## src/rtl/leitor_dump_registradores.sv

```systemverilog
// rtl/leitor_dump_registradores.sv - register bank debug dump engine
// Walks every register index, snapshots each word and streams it out over valid/ready.
module leitor_dump_registradores #(
  parameter int NUM_REGS = 8,
  parameter int ADDR_W   = 3,
  parameter int DATA_W   = 8
) (
  input  logic              Clock,
  input  logic              Reset,
  input  logic              Start,
  output logic [ADDR_W-1:0] RegLido,
  input  logic [DATA_W-1:0] DadoLido,
  output logic              DumpValid,
  input  logic              DumpReady,
  output logic [ADDR_W-1:0] DumpIdx,
  output logic [DATA_W-1:0] DumpData,
  output logic              Busy,
  output logic              Done
);

  localparam logic [1:0] S_IDLE = 2'd0;
  localparam logic [1:0] S_READ = 2'd1;
  localparam logic [1:0] S_HOLD = 2'd2;
  localparam logic [1:0] S_DONE = 2'd3;

  localparam logic [ADDR_W-1:0] LAST_IDX = ADDR_W'(NUM_REGS - 1);

  logic [1:0]        state_q, state_d;
  logic [ADDR_W-1:0] idx_q, idx_d;
  logic              valid_q, valid_d;
  logic [ADDR_W-1:0] didx_q, didx_d;
  logic [DATA_W-1:0] data_q, data_d;

  always_comb begin
    state_d = state_q;
    idx_d   = idx_q;
    valid_d = valid_q;
    didx_d  = didx_q;
    data_d  = data_q;
    case (state_q)
      S_IDLE: begin
        if (Start) begin
          state_d = S_READ;
          idx_d   = '0;
        end
      end
      S_READ: begin
        // The bank read is combinational, so the word for idx_q is valid this cycle.
        data_d  = DadoLido;
        didx_d  = idx_q;
        valid_d = 1'b1;
        state_d = S_HOLD;
      end
      S_HOLD: begin
        if (DumpReady) begin
          valid_d = 1'b0;
          if (idx_q == LAST_IDX) begin
            state_d = S_DONE;
          end else begin
            idx_d   = idx_q + ADDR_W'(1);
            state_d = S_READ;
          end
        end
      end
      S_DONE: begin
        state_d = S_IDLE;
        idx_d   = '0;
      end
      default: begin
        state_d = S_IDLE;
        idx_d   = '0;
        valid_d = 1'b0;
      end
    endcase
  end

  always_ff @(posedge Clock or posedge Reset) begin
    if (Reset) begin
      state_q <= S_IDLE;
      idx_q   <= '0;
      valid_q <= 1'b0;
      didx_q  <= '0;
      data_q  <= '0;
    end else begin
      state_q <= state_d;
      idx_q   <= idx_d;
      valid_q <= valid_d;
      didx_q  <= didx_d;
      data_q  <= data_d;
    end
  end

  assign RegLido   = idx_q;
  assign DumpValid = valid_q;
  assign DumpIdx   = didx_q;
  assign DumpData  = data_q;
  assign Busy      = (state_q != S_IDLE);
  assign Done      = (state_q == S_DONE);

endmodule

```

## config.mk

```make
export PLATFORM = sky130hd
export DESIGN_NAME = leitor_dump_registradores
export DESIGN_NICKNAME = d
export VERILOG_FILES = /design/src/rtl/leitor_dump_registradores.sv
export SDC_FILE = /design/constraint.sdc
export NUM_CORES = 1
export LEC_CHECK = 0
export CAP_MARGIN = 20
export CORE_MARGIN = 4
export CORE_UTILIZATION = 42
export CTS_CLUSTER_SIZE = 24
export DETAILED_ROUTE_END_ITERATION = 16
export HOLD_SLACK_MARGIN = 0.08
export PLACE_DENSITY = 0.86
export SLEW_MARGIN = 20
export SYNTH_ARGS = -nofsm -noshare
export SYNTH_HDL_FRONTEND = slang
export SYNTH_SLANG_ARGS = --single-unit
```

## constraint.sdc

```tcl
create_clock -name Clock -period 1.7 [get_ports Clock]
set_clock_uncertainty 0.1 [all_clocks]
set_input_delay 0.51 -clock Clock [delete_from_list [all_inputs] [get_ports Clock]]
set_output_delay 0.51 -clock Clock [all_outputs]
set_load 0.01 [all_outputs]
```

# ---- Yosys cells after proc, flatten, opt, wreduce, memory -nomap -nowiden
# Cells that the tools add are included.
dict set report classes {
  addsub 1
  n_mul 0
  div 0
  order_cmp 0
  n_eq_ne 7
  shifts 0
  muxes 10
  bitwise 0
  n_reduce_logical 7
}
# operator n
set op_table {}
lappend op_table {{$mux W3} 3}
lappend op_table {{$pmux W3 S3} 1}
lappend op_table {{$pmux W2 S4} 1}
lappend op_table {{$mux W2} 3}
lappend op_table {{$ne A2 B2 Y1 const B} 3}
lappend op_table {{$eq A2 B2 Y1 const B} 2}
lappend op_table {{$reduce_and A2 Y1} 2}
lappend op_table {{$reduce_and A4 Y1} 1}
lappend op_table {{$reduce_bool A2 Y1} 2}
lappend op_table {{$add A3 B1 Y3 const B} 1}
lappend op_table {{$eq A3 B3 Y1 const B} 1}
lappend op_table {{$reduce_bool A3 Y1} 1}
lappend op_table {{$eq A2 B1 Y1 const B} 1}
lappend op_table {{$logic_not A2 Y1} 1}
lappend op_table {{$pmux W1 S2} 1}
lappend op_table {{$mux W1} 1}
dict set report word_totals {
  ff_bits 17
  latchBits 0
  mem_bits_rw 0
  mem_bits_ro 0
  input_bits 12
  output_inout_bits 17
  elab_cells 30
  mem_count 0
}

# ---- Longest topological paths before layout
dict set report logic_depth {
  ltp_word 4
  mapped_depth 5
  mapped_depth_nobuf 5
}

# ---- Least setup slack after synthesis
# No wires, ideal clock.
dict set report synth_path {
  path_kind {reg-to-reg}
  start {register idx_q[0], in the netlist RegLido[0]}
  end {register idx_q[0], in the netlist RegLido[0]}
  setup_ns 0.119
  arrival_ns 1.323
  t_required_ns 1.481
  setup_slack_ns 0.158
  stages_incl_launch_ff 6
  n_path_buf 0
  period_less_slack_ns 1.542
  path_cell_list {dfrtp_1 -> ha_1 -> ha_1 -> nand2b_1 -> o2bb2ai_2 -> a21o_2}
}
dict set report synth_between {
  elab_chain_len 4
  elab_cells_between_ends 7
  cone_classes {add/sub: 1; eq/ne: 2; mux: 3; reduce/logical: 1}
}
# element line
set synth_lines {}
lappend synth_lines {{start, declared} 29} ;# logic [ADDR_W-1:0] idx_q, idx_d;
lappend synth_lines {{start signal, assigned} 86} ;# idx_q <= idx_d;
lappend synth_lines {{$add A3 B1 Y3} 60} ;# idx_d = idx_q + ADDR_W'(1);
lappend synth_lines {{$mux W3} 57} ;# if (idx_q == LAST_IDX) begin
lappend synth_lines {{$mux W3} 55} ;# if (DumpReady) begin
lappend synth_lines {{$pmux W3 S3} 40} ;# case (state_q)
# Several ways; a longest one is shown, not always the timed one. The select of a mux whose other input is x is not followed.
# A chain may end at the register's enable or synchronous reset.

# ---- Worst setup path after layout
dict set report layout_path {
  start {register state_q[1]}
  end {output port Busy}
}
dict set report layout_between {
  elab_chain_len 1
}
# element line
set layout_lines {}
lappend layout_lines {{start, declared} 28} ;# logic [1:0] state_q, state_d;
lappend layout_lines {{start signal, assigned} 85} ;# state_q <= state_d;
lappend layout_lines {{$reduce_bool A2 Y1} 97} ;# assign Busy = (state_q != S_IDLE);
lappend layout_lines {{end, declared} 17} ;# output logic Busy,
# Every way passes these cells.

==> run metrics <==
run status=complete, no violations; Ys Warns=0; Max stage delay on crit path=400 ps; fillers=139; Synth Net Count=68; final setup fails=0; power per cell area=1590 nW/um^2; Root Buffer=clkbuf_4; dominant cell by count in the synthesized netlist=dfrtp_1; Syn-to-layout area delta=51.3%; dpl cell area=1130 um^2; Top FF cell, synth=dfrtp_1; # port buffers=28; Placer Congestion=0.714; Crit Path Class=reg2out; clock transition at the registers of the reported paths=110 ps; TritonCTS buffer count=3; DRT met1 WL=662 um; CP startpoint kind=flop; total global-route track usage=13.9%; final HPWL from detailed placement=1190 um; clock tree from TritonCTS=built; max-cap viol count=0; initial antenna violation count=0; die width=51.1 um; metal2 WL=835 um; DR pass1 iterations=2; Leakage Power=0.000601 uW; register bit count reported by yosys=17; Fmax achieved=600 MHz; pre-CTS setup slack=-50.0 ps; clk sink count=17; CP max-delay cell=dfrtp_1; synth top area cells=dfrtp_1, mux2_4, mux2i_1; Max Used Layer=met4; Yosys top cell area share=54.5%; CTS Hold Bufs=0; Max clock buf depth=2; Vias=546; fin worst setup slack=34.4 ps; Die Y=51.1 um; Critical Path End Type=primary output; Netlist cell types=20; footprint of the multi-input gates=352 um^2; first-pass GRT wire length=2630 um; Worst Hold Slack=414 ps; Crit path arrival time=1060 ps; Slew Limit Fails=0; number of placed instances, taps included=111; sequential-to-total area share from yosys stat=54.5%; starting density of the core=44.7%; GRT Residual Overflow=0; worst hold path type=reg2reg; Final Cycle Share=98.0%; die area=2610 um^2; worst-path fanout max=3; area occupied by registers=425 um^2; Met3 Wirelength=72 um; WL/cell=13.6 um; htree depth=1; clk_lat worst skew=290 ps; Mapped Area=781 um^2; final instance area=1180 um^2; Mean Syn Cell Area=14.5 um^2; nets=108; RSZ-0062 raised after global routing=yes; share of cells above drive strength 1=35.5%; Worst Path Required=1090 ps; Slew HR=82.3%; final cell count without fillers=118; share of flip-flops with an asynchronous set or reset=100%; Worst Tran Pin Value=262 ps; leading area contributor after synthesis=dfrtp_1; most common library cells after synthesis=dfrtp_1, mux2_4, inv_1; diode count=0; EDFF count, synth=0; number of global-route vias before repair=569; vias per cell=4.63; largest net degree at the start of global routing=18; Routed Antenna Nets=0; Post-route DRC=0; final hold vios=0; peak supply drop=1.01 mV; Iter 0 DRT Violations=6; core area=1750 um^2; Synth Instances=54; CP cell instances=or2_4 > buf_6; WL final=1600 um; register-to-register setup slack=50 ps; minimum clock period=1670 ps; # rows=15; IO Count=29
==> sequential cells by signal (all words and copies together) (netlist names) <==
name,count
DumpIdx,3
DumpData,8
DumpValid,1
state_q,2
RegLido,3
==> area by class of cell <==
type / count / area share [%]
clock buffer: 3 / 1.91
inverter: 4 / 1.27
sequential: 17 / 36.0
tap: 25 / 2.65
clock inverter: 1 / 0.424
timing repair buffer: 36 / 28.0
multi-input combinational: 32 / 29.8
==> logic make-up (layout without fill, tap and decap cells) <==
| logic type | after synthesis | count (layout) | share of synthesized area, % |
|---|---|---|---|
| AOI/OAI and AO/OA | 5 | 5 | 5.45 |
| and+or+nand+nor | 11 | 11 | 9.46 |
| DFF | 17 | 17 | 54.5 |
| buffers and inverters | 5 | 44 | 3.36 |
| muxes | 14 | 14 | 24.0 |
| adders and majority gates | 2 | 2 | 3.20 |
==> worst max-delay path, delay by kind of cell, from the launching register on <==
| kind | cells | cell delay (ps) |
|---|---|---|
| buffers and inverters | 1 | 120 |
| DFF | 1 | 400 |
| and+or+nand+nor | 1 | 250 |
==> where the power goes <==
group / switching, uW / total, uW / internal [uW]
Sequential: 86.4 / 658 / 572
Clock: 132 / 220 / 87.4
Combinational: 403 / 997 / 594
==> path summary, 6_finish.rpt <==
| kind | from | endpoint | cells after the start |
|---|---|---|---|
| worst min register to register | DumpIdx[1] | DumpIdx[1] | 1 |
| worst min-delay path | DumpIdx[1] | DumpIdx[1] | 1 |
| worst max-delay path | state_q[1] | Busy | 2 |
| max in group asynchronous | Reset | state_q[0] | 3 |
| min in group asynchronous | Reset | DumpData[2] | 3 |
| worst max register to register | RegLido[0] | RegLido[0] | 6 |
==> through the flow <==
step	utilization (%)	TNS (ps)	power [uW]
2_1_floorplan	-	0	1220
4_1_cts	67.0	0	1880
3_3_place_gp	64.8	-29.6	1690
6_report	67.7	0	1880
3_5_place_dp	64.8	-66.6	1720
5_1_grt	67.7	-12.9	2000
==> placed cells by master (no fill, tap or decap), drive strengths merged <==
| cell | count |
|---|---|
| dfrtp | 17 |
| dlygate4sd2 | 15 |
| clkdlybuf4s50 | 11 |
| mux2 | 11 |
| buf | 10 |
| inv | 4 |
| mux2i | 3 |
| clkbuf | 3 |
| a21o | 2 |
| nand2 | 2 |
| nor2 | 2 |
| ha | 2 |
| nor2b | 2 |
| and2b | 1 |
| nand2b | 1 |
| o2bb2ai | 1 |
| nor4b | 1 |
| or2 | 1 |
| and2 | 1 |
| o21ai | 1 |
| a21oi | 1 |
| clkinv | 1 |
==> per-layer routing <==
layer / up-vias / global-route usage [%]
met5: - / 0
met1: 269 / 15.9
met3: 4 / 4.08
met4: 0 / 6.73
met2: 11 / 23.4
li1: 262 / -
==> what timing repair did <==
item | 4_1_cts | 5_1_grt
setup buffers | 3 | 0
pin swaps | 0 | 0
gates resized for setup | 26 | 1
endpoints found under the setup margin | 17 | 2
(Power assumes the default switching activity.)
